<file path="src/rtl/prog_cfg_pkg.sv">
// prog_cfg_pkg: shared definitions for the programming-chain loader and the
// host-interface bridge that issues commands to it.
//   CMD_LOAD / CMD_READBACK : encodings of the one-bit command opcode
//   state_t                 : loader FSM state encoding
//   chunk_bits()            : number of bits the next byte contributes
package prog_cfg_pkg;

  localparam logic CMD_LOAD     = 1'b0;
  localparam logic CMD_READBACK = 1'b1;

  typedef enum logic [2:0] {
    ST_IDLE       = 3'd0,
    ST_LOAD_FETCH = 3'd1,
    ST_LOAD_SHIFT = 3'd2,
    ST_RB_SHIFT   = 3'd3,
    ST_RB_EMIT    = 3'd4,
    ST_FINISH     = 3'd5
  } state_t;

  // Bits carried by the next byte: a full byte, or what is left of the chain.
  function automatic logic [3:0] chunk_bits(input int unsigned remaining);
    if (remaining >= 32'd8) begin
      return 4'd8;
    end else begin
      return 4'(remaining);
    end
  endfunction

endpackage

</file>
<file path="src/rtl/prog_chain_loader_if.sv">
// prog_chain_loader_if: host-side handshakes of the chain loader.
//   cmd_*  : command request (cmd_op 0 = LOAD, 1 = READBACK)
//   din_*  : load byte stream, LSB shifted first
//   dout_* : readback byte stream, bit 0 = earliest chain bit
// master = configuration host, slave = loader.
interface prog_chain_loader_if;
  logic       cmd_valid;
  logic       cmd_ready;
  logic       cmd_op;
  logic       din_valid;
  logic       din_ready;
  logic [7:0] din_data;
  logic       dout_valid;
  logic       dout_ready;
  logic [7:0] dout_data;

  modport master (
    output cmd_valid, cmd_op, din_valid, din_data, dout_ready,
    input  cmd_ready, din_ready, dout_valid, dout_data
  );

  modport slave (
    input  cmd_valid, cmd_op, din_valid, din_data, dout_ready,
    output cmd_ready, din_ready, dout_valid, dout_data
  );
endinterface

</file>
<file path="src/rtl/prog_byte_serdes.sv">
// prog_byte_serdes: 8-bit shift buffer with a bit counter, shared by the
// serialiser (load) and deserialiser (readback) paths.
//   clear          : zero buffer and counter (highest priority)
//   load/load_data/load_cnt : parallel load, counter = bits to send
//   shift          : buffer >>= 1, counter--; ser_bit is buffer bit 0
//   capture/cap_bit: write cap_bit at position counter, counter++
//   data, cnt      : current buffer and counter
module prog_byte_serdes (
  input  logic       prog_clk,
  input  logic       rst,
  input  logic       clear,
  input  logic       load,
  input  logic [7:0] load_data,
  input  logic [3:0] load_cnt,
  input  logic       shift,
  input  logic       capture,
  input  logic       cap_bit,
  output logic [7:0] data,
  output logic [3:0] cnt,
  output logic       ser_bit
);

  logic [7:0] buf_r;
  logic [3:0] cnt_r;

  // Buffer and counter update; clear wins so a fresh byte always starts at 0.
  always_ff @(posedge prog_clk or posedge rst) begin
    if (rst) begin
      buf_r <= 8'h00;
      cnt_r <= 4'd0;
    end else if (clear) begin
      buf_r <= 8'h00;
      cnt_r <= 4'd0;
    end else if (load) begin
      buf_r <= load_data;
      cnt_r <= load_cnt;
    end else if (shift) begin
      buf_r <= {1'b0, buf_r[7:1]};
      cnt_r <= cnt_r - 4'd1;
    end else if (capture) begin
      buf_r[cnt_r[2:0]] <= cap_bit;
      cnt_r             <= cnt_r + 4'd1;
    end
  end

  assign data    = buf_r;
  assign cnt     = cnt_r;
  assign ser_bit = buf_r[0];

endmodule

</file>
<file path="src/rtl/prog_chain_loader.sv">
// prog_chain_loader: shifts a byte-stream bitstream into a daisy chain of
// programmable muxes and reads it back non-destructively by recirculation.
//   prog_clk, rst : clock (shared with the chain) and async active-high reset
//   bus           : cmd / din / dout handshakes (slave side)
//   chain_en      : chain shift enable (prog_en)
//   chain_in      : serial data into the chain head (prog_in)
//   chain_out     : serial data from the chain tail (prog_out)
//   busy          : command in progress
//   done          : one-cycle pulse at command completion
//   cfg_valid     : chain holds a complete loaded bitstream
module prog_chain_loader
  import prog_cfg_pkg::*;
#(
  parameter int CHAIN_LEN = 16
) (
  input  logic                 prog_clk,
  input  logic                 rst,
  prog_chain_loader_if.slave   bus,
  output logic                 chain_en,
  output logic                 chain_in,
  input  logic                 chain_out,
  output logic                 busy,
  output logic                 done,
  output logic                 cfg_valid
);

  localparam int CNT_W = $clog2(CHAIN_LEN + 1);
  localparam logic [CNT_W-1:0] CHAIN_LEN_C = CNT_W'(CHAIN_LEN);

  state_t           state_r, state_s;
  logic [CNT_W-1:0] remaining_r;
  logic             op_r;
  logic             cfg_valid_r;
  logic             rem_load_s, rem_dec_s, rem_last_s;
  logic             sd_clear_s, sd_load_s, sd_shift_s, sd_capture_s;
  logic [3:0]       sd_load_cnt_s;
  logic [7:0]       sd_data_s;
  logic [3:0]       sd_cnt_s;
  logic             sd_bit_s;
  logic             chain_in_s;

  assign rem_last_s = (remaining_r == CNT_W'(1));

  prog_byte_serdes u_serdes (
    .prog_clk  (prog_clk),
    .rst       (rst),
    .clear     (sd_clear_s),
    .load      (sd_load_s),
    .load_data (bus.din_data),
    .load_cnt  (sd_load_cnt_s),
    .shift     (sd_shift_s),
    .capture   (sd_capture_s),
    .cap_bit   (chain_out),
    .data      (sd_data_s),
    .cnt       (sd_cnt_s),
    .ser_bit   (sd_bit_s)
  );

  // FSM state register.
  always_ff @(posedge prog_clk or posedge rst) begin
    if (rst) begin
      state_r <= ST_IDLE;
    end else begin
      state_r <= state_s;
    end
  end

  // Remaining-bit counter and latched opcode of the running command.
  always_ff @(posedge prog_clk or posedge rst) begin
    if (rst) begin
      remaining_r <= CNT_W'(0);
      op_r        <= CMD_LOAD;
    end else if (rem_load_s) begin
      remaining_r <= CHAIN_LEN_C;
      op_r        <= bus.cmd_op;
    end else if (rem_dec_s) begin
      remaining_r <= remaining_r - CNT_W'(1);
    end
  end

  // cfg_valid drops when a LOAD starts and rises only when it completes.
  always_ff @(posedge prog_clk or posedge rst) begin
    if (rst) begin
      cfg_valid_r <= 1'b0;
    end else if (rem_load_s && (bus.cmd_op == CMD_LOAD)) begin
      cfg_valid_r <= 1'b0;
    end else if ((state_r == ST_FINISH) && (op_r == CMD_LOAD)) begin
      cfg_valid_r <= 1'b1;
    end
  end

  // Next-state and datapath control.
  always_comb begin
    state_s       = state_r;
    rem_load_s    = 1'b0;
    rem_dec_s     = 1'b0;
    sd_clear_s    = 1'b0;
    sd_load_s     = 1'b0;
    sd_shift_s    = 1'b0;
    sd_capture_s  = 1'b0;
    sd_load_cnt_s = 4'd0;
    case (state_r)
      ST_IDLE: begin
        if (bus.cmd_valid) begin
          rem_load_s = 1'b1;
          sd_clear_s = 1'b1;
          if (bus.cmd_op == CMD_READBACK) begin
            state_s = ST_RB_SHIFT;
          end else begin
            state_s = ST_LOAD_FETCH;
          end
        end else begin
          state_s = ST_IDLE;
        end
      end
      ST_LOAD_FETCH: begin
        if (bus.din_valid) begin
          sd_load_s     = 1'b1;
          sd_load_cnt_s = chunk_bits(32'(remaining_r));
          state_s       = ST_LOAD_SHIFT;
        end else begin
          state_s = ST_LOAD_FETCH;
        end
      end
      ST_LOAD_SHIFT: begin
        sd_shift_s = 1'b1;
        rem_dec_s  = 1'b1;
        // Last bit of this byte goes out this cycle.
        if (sd_cnt_s == 4'd1) begin
          if (rem_last_s) begin
            state_s = ST_FINISH;
          end else begin
            state_s = ST_LOAD_FETCH;
          end
        end else begin
          state_s = ST_LOAD_SHIFT;
        end
      end
      ST_RB_SHIFT: begin
        sd_capture_s = 1'b1;
        rem_dec_s    = 1'b1;
        // Byte fills (8th capture) or chain exhausted after this capture.
        if ((sd_cnt_s == 4'd7) || rem_last_s) begin
          state_s = ST_RB_EMIT;
        end else begin
          state_s = ST_RB_SHIFT;
        end
      end
      ST_RB_EMIT: begin
        if (bus.dout_ready) begin
          sd_clear_s = 1'b1;
          if (remaining_r == CNT_W'(0)) begin
            state_s = ST_FINISH;
          end else begin
            state_s = ST_RB_SHIFT;
          end
        end else begin
          state_s = ST_RB_EMIT;
        end
      end
      ST_FINISH: begin
        state_s = ST_IDLE;
      end
      default: begin
        state_s = ST_IDLE;
      end
    endcase
  end

  // Serial chain input: buffered load bit, or tail recirculated on readback.
  always_comb begin
    chain_in_s = 1'b0;
    case (state_r)
      ST_LOAD_SHIFT: chain_in_s = sd_bit_s;
      ST_RB_SHIFT:   chain_in_s = chain_out;
      default:       chain_in_s = 1'b0;
    endcase
  end

  assign chain_in       = chain_in_s;
  assign chain_en       = (state_r == ST_LOAD_SHIFT) || (state_r == ST_RB_SHIFT);
  assign busy           = (state_r != ST_IDLE);
  assign done           = (state_r == ST_FINISH);
  assign cfg_valid      = cfg_valid_r;
  assign bus.cmd_ready  = (state_r == ST_IDLE);
  assign bus.din_ready  = (state_r == ST_LOAD_FETCH);
  assign bus.dout_valid = (state_r == ST_RB_EMIT);
  assign bus.dout_data  = (state_r == ST_RB_EMIT) ? sd_data_s : 8'h00;

endmodule
</file>
<file path="src/flat_wrapper.sv">
// flat-port wrapper written by rule: the top's interface ports become plain ports
module prog_chain_loader_flat import prog_cfg_pkg::*;
#(
  parameter int CHAIN_LEN = 16
)
  (prog_clk, rst, chain_en, chain_in, chain_out, busy, done, cfg_valid, bus_cmd_valid, bus_cmd_op, bus_din_valid, bus_din_data, bus_dout_ready, bus_cmd_ready, bus_din_ready, bus_dout_valid, bus_dout_data);
  prog_chain_loader_if bus_i ();
  input  logic prog_clk;
  input  logic rst;
  output logic chain_en;
  output logic chain_in;
  input  logic chain_out;
  output logic busy;
  output logic done;
  output logic cfg_valid;
  input wire logic [$bits(bus_i.cmd_valid)-1:0] bus_cmd_valid;
  input wire logic [$bits(bus_i.cmd_op)-1:0] bus_cmd_op;
  input wire logic [$bits(bus_i.din_valid)-1:0] bus_din_valid;
  input wire logic [$bits(bus_i.din_data)-1:0] bus_din_data;
  input wire logic [$bits(bus_i.dout_ready)-1:0] bus_dout_ready;
  output wire logic [$bits(bus_i.cmd_ready)-1:0] bus_cmd_ready;
  output wire logic [$bits(bus_i.din_ready)-1:0] bus_din_ready;
  output wire logic [$bits(bus_i.dout_valid)-1:0] bus_dout_valid;
  output wire logic [$bits(bus_i.dout_data)-1:0] bus_dout_data;
  assign bus_i.cmd_valid = bus_cmd_valid;
  assign bus_i.cmd_op = bus_cmd_op;
  assign bus_i.din_valid = bus_din_valid;
  assign bus_i.din_data = bus_din_data;
  assign bus_i.dout_ready = bus_dout_ready;
  assign bus_cmd_ready = bus_i.cmd_ready;
  assign bus_din_ready = bus_i.din_ready;
  assign bus_dout_valid = bus_i.dout_valid;
  assign bus_dout_data = bus_i.dout_data;
  prog_chain_loader #(.CHAIN_LEN(CHAIN_LEN)) u_core (.prog_clk(prog_clk), .rst(rst), .bus(bus_i), .chain_en(chain_en), .chain_in(chain_in), .chain_out(chain_out), .busy(busy), .done(done), .cfg_valid(cfg_valid));
endmodule
</file>
<file path="config.mk">
export PLATFORM = sky130hd
export DESIGN_NAME = prog_chain_loader_flat
export DESIGN_NICKNAME = d
export VERILOG_FILES = /design/src/rtl/prog_cfg_pkg.sv /design/src/rtl/prog_chain_loader_if.sv /design/src/rtl/prog_byte_serdes.sv /design/src/rtl/prog_chain_loader.sv /design/src/flat_wrapper.sv
export SDC_FILE = /design/constraint.sdc
export NUM_CORES = 1
export LEC_CHECK = 0
export ABC_AREA = 1
export BUFFER_PORTS_ARGS = -buffer_cell sky130_fd_sc_hd__buf_2
export CORE_UTILIZATION = 52
export CTS_BUF_LIST = sky130_fd_sc_hd__clkbuf_4 sky130_fd_sc_hd__clkbuf_8
export DETAILED_ROUTE_END_ITERATION = 16
export GPL_ROUTABILITY_DRIVEN = 1
export HOLD_SLACK_MARGIN = 0.1
export PLACE_DENSITY = 0.77
export SLEW_MARGIN = 5
export SYNTH_ARGS = -nofsm -noshare
export SYNTH_HDL_FRONTEND = slang
export SYNTH_SLANG_ARGS = --single-unit
</file>
<file path="constraint.sdc">
create_clock -name prog_clk -period 1.51 [get_ports prog_clk]
set_clock_uncertainty 0.05 [all_clocks]
set_input_delay 0.453 -clock prog_clk [delete_from_list [all_inputs] [get_ports prog_clk]]
set_output_delay 0.453 -clock prog_clk [all_outputs]
set_load 0.005 [all_outputs]
</file>
Yosys cells after proc, flatten, opt, wreduce, memory -nomap -nowiden
Index checks and enable logic that the tools add are counted.
{"block": "op_classes", "addsub": 3, "order_cmp": 3, "n_eq_ne": 8, "n_mux": 38, "bitwise": 2, "n_reduce_logical": 12}
{"operator": "$mux 8", "count": 5}
{"operator": "$mux 4", "count": 7}
{"operator": "$mux 3", "count": 5}
{"operator": "$pmux 3 s5", "count": 1}
{"operator": "$mux 1", "count": 11}
{"operator": "$mux 5", "count": 2}
{"operator": "$bwmux 8", "count": 1}
{"operator": "$eq 3x2->1 const B", "count": 2}
{"operator": "$eq 3x3->1 const B", "count": 2}
{"operator": "$mux 2", "count": 3}
{"operator": "$eq 5x1->1 const B", "count": 1}
{"operator": "$ge 5x4->1 const B", "count": 1}
{"operator": "$logic_not 5->1", "count": 1}
{"operator": "$sub 5x1->5 const B", "count": 1}
{"operator": "$add 4x1->4 const B", "count": 1}
{"operator": "$eq 4x1->1 const B", "count": 1}
{"operator": "$eq 4x3->1 const B", "count": 1}
{"operator": "$lt 3x4->1 const B", "count": 1}
{"operator": "$pmux 1 s2", "count": 2}
{"operator": "$reduce_bool 2->1", "count": 2}
{"operator": "$reduce_bool 4->1", "count": 1}
{"operator": "$sub 4x1->4 const B", "count": 1}
{"operator": "$demux 1 s3", "count": 1}
{"operator": "$eq 3x1->1 const B", "count": 1}
{"operator": "other kinds (7)", "count": 11}
{"block": "word_totals", "regBits": 22, "inputBits": 15, "out_inout_bits": 16, "elab_cells": 72}

Logic depth before layout (Yosys ltp)
Gate-level depths: netlist (run 1).
{"block": "logic_depth", "ltp_word": 9, "depth_mapped": 10, "depth_no_buf": 9}

By module
From an unflattened synthesis (run 1), not the netlist that was laid out.
{"block": "unflattened", "hier_cells": 263, "hier_area_um2": 1714.1}
{"mod": "prog_byte_serdes", "instances": 1, "cells_each": 141, "area_per_inst_um2": 948.4, "seq_area_each_um2": 300.3}
{"mod": "prog_chain_loader", "instances": 1, "cells_each": 122, "area_per_inst_um2": 765.7, "seq_area_each_um2": 250.2}

Worst setup path after synthesis (run 1)
No wires, ideal clock.
{"block": "synth_path", "path_type": "reg2out", "from": "register u_core.state_r[2]", "to": "output chain_in", "arrival_time_ns": 1.062, "t_required_ns": 1.007, "slack_ns": -0.055, "path_stages_with_launch": 5, "n_path_buf": 1, "path_cell_list": "dfrtp_1 nor2_4 nand2_4 buf_6 o21ai_0"}
{"block": "synth_between", "elab_chain_len": 2, "elab_cells_between_ends": 3, "classes_between": "eq/ne (2); mux (1)"}
{"item": "start, declared", "line": "prog_chain_loader.sv:30", "rtl": "state_t state_r, state_s;"}
{"item": "start signal, assigned", "line": "prog_chain_loader.sv:64", "rtl": "state_r <= state_s;"}
{"item": "$eq 3x2->1", "line": "prog_chain_loader.sv:173", "rtl": "case (state_r)"}
{"item": "$pmux 1 s2 *", "line": "prog_chain_loader.sv:173"}
{"item": "end, declared", "line": "flat_wrapper.sv:11", "rtl": "output logic chain_in;"}
Mark *: on every way between the ends. The rest lies on a longest branch, timed or not.

Worst setup path in the final report (run 1)
{"block": "layout_path", "from": "register u_core.state_r[1]", "to": "output chain_in"}
The elaborated chain is that of the path after synthesis.

==> out/results.tsv, run 1 <==
metric	value	unit
status	complete, but fails checks	
failed_checks	negative setup slack	
coreArea	3130	µm²
fmax	536	MHz
grt_usage	30.1	%
grt_pass1_wl	8.02	mm
first_pass_iters	5	
antenna_left	0	
dieArea	3630	µm²
startpoint_type	flip-flop	
die_x	60.2	µm
synth_nets	290	
grt_pass1_vias	1780	
pwr_density_cell	2060	nW/µm²
fin_ws	-357	ps
seq_area	556	µm²
viasPerCell	5.38	
fin_nets	351	
ys_seq_area_share	31.2	%
tritoncts	yes	
p_leak	0.00131	µW
reg2reg_depth	11	
yosys_warnings	0	
num-fill-cells	215	
crit_chain	inv_2, nor2_4, nand2_4, o21ai_2, buf_2	
drtIter0Drc	204	
grt_max_degree	23	
worstSkewPairLatency	320	ps
routedWlPerCell	14.5	µm
numClockSinks	22	
clk_pin_slew	140	ps
drive_above_1_share	32.7	%
globalplace.congestion	0.937	
cp-end-kind	primary output	
num_io_pins	31	
hold_viol_final	0	
clk_path_buf_depth	2	
fin_cells	374	
dp_hpwl	3.15	mm
synthTopCellsByArea	dfrtp_1 31%, nand2_1 16%, nand3_1 12%	
antenna_found_initial	0	
yosysTopAreaCellShare	31.2	%
slowest_stage	dfrtp_2	
io_buffers	30	
cp.required	1010	ps
rows	20	
min-delay-start	bus_cmd_op	
path_max_fanout	7	
finalSetupTns	-6310	ps
fin_crit	1870	ps
multi_input_area	1090	µm²
post-route-period-util	124	%
synth_cell_type_count	31	
slowest_delay	450	ps
start_util	56.4	%
hold_path_class	input port to flip-flop	
routed_wl	5.43	mm
regToRegEndpoint	u_core.u_serdes.data[0]	
diodes	0	
reg2reg_slack	-220	ps
grt_overflow	0	
avgSynthCellArea	6.53	µm²
cp.arrival	1360	ps
critPathKind	flip-flop to primary output	
vias	2013	
dp_cells	352	
reg2reg_from	u_core.state_r[2]	
post-route-util	77.2	%
drv_cap	0	
ys_seq_elements	22	
rsz0062_at_grt	true	
p_total	4970	µW
setup_viol	32	
area_growth	36.9	%
irDropWorstVdd	1.28	mV
whs_endpoint	u_core.cfg_valid	
cts-buffers-inserted	3	
cts_max_level	1	
slew-limit-headroom	78.0	%
timing_worst_slew_pin_value	326	ps
drcViolationCount	0	
cts-root-buf	clkbuf_4	
drv_slew	0	
syn_inst	270	
synth_top_area_cell	dfrtp_1	
fp.dieH	60.2	µm
hold_depth	3	
synth_area	1760	µm²
[report_power, final]
group	leakage (µW)	internal, µW	switching, µW
clock network	0.0000279	268	197
registers	0.000275	833	259
logic	0.00100	1480	1940
total	0.00131	2580	2390
[cells in the final DEF, fill, tap and decap left out, types with 3 or more instances in the layout]
cell	n
nand2_1	70
buf_6	8
a21oi_1	3
o21ai_1	3
buf_4	24
buf_2	29
o21ai_0	9
nor2_1	33
nand2_4	3
dfrtp_1	18
nor2_2	3
nand2_2	3
nor2_4	5
dfrtp_2	4
ha_1	5
nand3_1	39
clkbuf_4	3
inv_1	31
inv_2	5
[logic make-up (layout without fill, tap and decap cells)]
| kind of cell | Yosys count | count (layout) | share of synthesized area, % |
|---|---|---|---|
| AND/OR/NAND/NOR | 167 | 167 | 43.0 |
| adder cells (fa/ha/maj) | 5 | 5 | 3.55 |
| flip-flops | 22 | 22 | 31.2 |
| AO/OA/AOI/OAI | 26 | 26 | 8.80 |
| buffers and inverters | 48 | 108 | 12.4 |
| XOR/XNOR | 2 | 2 | 0.994 |
[layout make-up]
class | count | share of cell area (%)
Clock buffer | 3 | 0.933
Clock inverter | 1 | 1.24
Inverter | 38 | 6.22
Multi-Input combinational cell | 200 | 45.4
Sequential cell | 22 | 23.0
Tap cell | 44 | 2.28
Timing Repair Buffer | 66 | 20.9
[Yosys cell counts (all sizes together)]
cell type  count
inv           38
or2            1
nand2         77
o31ai          1
a21oi          6
nand3         43
nand4          2
o21bai         1
nor3           2
o22a           1
nand3b         1
o21ai         14
o211ai         2
dfrtp         22
a22oi          1
nor2          41
buf           10
xnor2          2
ha             5
[worst max-delay path, delay by kind of cell, from the launching register on]
family          cells  cell delay, ps
compound gates      1             120
buf+inv             2             190
flops               1             450
simple gates        2             280
[metrics by stage]
step / setup WS [ps] / area, µm² / hold WS [ps]
detailed placement: 12.1 / 2060 / 452
CTS: -307 / 2270 / 305
global route: -415 / 2410 / 394
global placement: 47.9 / 2060 / 447
floorplan: -9.93 / 1770 / 392
finish: -357 / 2410 / 387
[how the worst max path moves through the flow]
stage	start	to	slack, ps	depth (start not counted)
after global routing	u_core.state_r[2]	chain_in	-420	6
after CTS	u_core.state_r[1]	chain_in	-310	5
after detailed placement	u_core.state_r[2]	chain_in	10	6
after floorplan	u_core.state_r[1]	chain_in	-10	5
after global placement	u_core.state_r[1]	chain_in	50	5
final	u_core.state_r[1]	chain_in	-360	5
[flip-flops by register name (all words and copies together) (netlist names)]
name	count
u_core.u_serdes.data	8
u_core.u_serdes.cnt	4
u_core.remaining_r	5
u_core.op_r	1
u_core.state_r	3
u_core.cfg_valid	1
[layer usage]
metal / track usage (%) / share of wire, % / vias up
met2: 50.5 / 48 / 98
met5: 0 / 0 / -
li1: - / - / 981
met3: 4.55 / 7.9 / 23
met4: 7.31 / 2.9 / 0
met1: 40.3 / 42 / 911
[what timing repair did]
| action | 4_1_cts | 5_1_grt |
|---|---|---|
| setup endpoints to repair | 17 | 35 |
| pin swaps | 7 | 11 |
| cloned | 0 | 1 |
| endpoints found under the hold margin | 13 | 0 |
| hold buffers | 1 | 0 |
| gates resized for setup | 16 | 29 |
| setup buffers | 11 | 7 |
Note: power is estimated with default switching activity, not from simulation.
==> run 2: changes to the inputs <==
--- a/config.mk
+++ b/config.mk
@@ -7,12 +7,11 @@
 export LEC_CHECK = 0
 export ABC_AREA = 1
 export BUFFER_PORTS_ARGS = -buffer_cell sky130_fd_sc_hd__buf_2
-export CORE_UTILIZATION = 52
-export CTS_BUF_LIST = sky130_fd_sc_hd__clkbuf_4 sky130_fd_sc_hd__clkbuf_8
+export CORE_UTILIZATION = 50
 export DETAILED_ROUTE_END_ITERATION = 16
 export GPL_ROUTABILITY_DRIVEN = 1
 export HOLD_SLACK_MARGIN = 0.1
-export PLACE_DENSITY = 0.77
+export PLACE_DENSITY = 0.74
 export SLEW_MARGIN = 5
 export SYNTH_ARGS = -nofsm -noshare
 export SYNTH_HDL_FRONTEND = slang
==> out/results.tsv, run 2 (synthesis gave the netlist of run 1 again) <==
metric	value	unit	change
reg2reg_from	u_core.state_r[2]		
grt_overflow	0		unchanged
critPathKind	flip-flop to primary output		
routed_wl	4.93	mm	-9.2%
fin_nets	349		-0.57%
seq_area	556	µm²	unchanged
status	complete, but fails checks		
viasPerCell	5.16		-4.2%
failed_checks	negative setup slack		
timing_worst_slew_pin_value	339	ps	+12.3 ps
irDropWorstVdd	1.25	mV	-2.4%
worstSkewPairLatency	330	ps	about the same
m1WireLength	2.25	mm	-0.40%
io_buffers	30		unchanged
setup_viol	28		-13%
rows	21		+5.0%
slew-limit-headroom	77.2	%	-0.79 points
pwr_density_cell	2060	nW/µm²	+0.23%
startpoint_type	flip-flop		
drv_cap	0		unchanged
met3WireLength	250	µm	-41%
num_io_pins	31		unchanged
routedWlPerCell	13.2	µm	-9.2%
fin_cells	374		unchanged
whs	79.8	ps	-308 ps
largest_reg_flops	8		unchanged
tritoncts	yes		
finalSetupTns	-5790	ps	+520 ps
vias	1929		-4.2%
grt_usage	25.5	%	-4.6 points
grt_pass1_wl	7.13	mm	-11%
cp.required	1010	ps	about the same
grt_pass1_vias	1609		-9.6%
endpoint	chain_in		
dr_wl_met2	2.35	mm	-9.2%
path_max_fanout	4		-3
antenna_found_initial	0		unchanged
diodes	0		unchanged
first_pass_iters	4		-1
drcViolationCount	0		unchanged
fin_crit	1820	ps	-46.7 ps
num-fill-cells	268		+25%
cts_max_level	1		unchanged
post-route-util	73.3	%	-3.9 points
cp.arrival	1320	ps	-40 ps
grt_max_degree	23		unchanged
hold_buffers	0		-1
cts-buffers-inserted	3		unchanged
antenna_left	0		unchanged
fin_ws	-310	ps	+46.7 ps
post-route-period-util	121	%	-3.1 points
drtIter0Drc	140		-31%
drive_above_1_share	34.5	%	+1.7 points
dpl_cell_area	2070	µm²	+0.85%
numClockSinks	22		unchanged
p_leak	0.00133	µW	+1.7%
clk_path_buf_depth	2		unchanged
mostFrequentLayoutCells	70 x nand2_1, 38 x nand3_1, 30 x inv_1		
reg2reg_slack	-220	ps	about the same
cts-root-buf	clkbuf_4		
layout_commonest_cell	nand2_1		
globalplace.congestion	0.921		-1.7%
dieArea	3770	µm²	+3.9%
cp-end-kind	primary output		
clk_pin_slew	140	ps	about the same
crit_path_start	u_core.state_r[2]		
fin_area	2460	µm²	+2.1%
dp_cells	356		+1.1%
dp_hpwl	3.13	mm	-0.77%
rsz0062_at_grt	true		
drv_slew	0		unchanged
highest_layer	met4		
reg2reg_depth	11		unchanged
hold_path_class	input port to async pin		
start_util	52.4	%	-3.9 points
area_growth	39.8	%	
die_x	61.4	µm	+1.9%
multi_input_area	1130	µm²	+3.2%
regToRegEndpoint	u_core.state_r[1]		
coreArea	3360	µm²	+7.5%
fmax	549	MHz	+2.6%
fp.dieH	61.4	µm	+1.9%
hold_viol_final	0		unchanged
run 2: cell type report:
cell class                 count  area share (%)
multi-input combinational    200            45.8
sequential                    22            22.5
timing repair buffer          64            21.2
inverter                      38            5.99
tap                           46            2.34
clock inverter                 1            1.22
clock buffer                   3           0.914
run 2: worst max-delay path: stages, from the launching register on:
cell	delay, ps
dfrtp_2	490
inv_4	100
nand2_4	60
nor2_4	120
nand2_2	60
o21ai_2	40
buf_2	110
run 2: timing repair:
action	in CTS	in global routing
setup endpoints to repair	16	33
setup buffers	6	8
cloned	0	2
pin swaps	2	3
resized for setup	12	47
run 2: metrics by stage:
stage                     worst slack [ps]  total power [µW]
after floorplan                      -9.93              3000
after global placement               -4.30              3730
after detailed placement             -54.9              3780
after CTS                             -313              4470
after global routing                  -394              5510
final                                 -310              5090
run 2: routing by layer:
layer / track usage, % / vias to the layer above
met4: 7.30 / 0
met5: 0 / -
met1: 36.6 / 875
li1: - / 971
met3: 1.89 / 10
met2: 41.6 / 73
run 2: how the worst min path moves through the flow:
stage	to	slack [ps]
6_report	u_core.op_r	80
2_1_floorplan	u_core.cfg_valid	390
5_1_grt	u_core.op_r	130
3_5_place_dp	u_core.u_serdes.data[6]	450
3_3_place_gp	u_core.u_serdes.data[0]	450
4_1_cts	u_core.u_serdes.data[4]	100
run 2: where the power goes:
group / total, µW / internal (µW) / switching (µW) / leakage (µW)
combinational: 3540 / 1590 / 1950 / 0.00103
clock: 480 / 269 / 211 / 0.0000279
sequential: 1070 / 833 / 236 / 0.000275
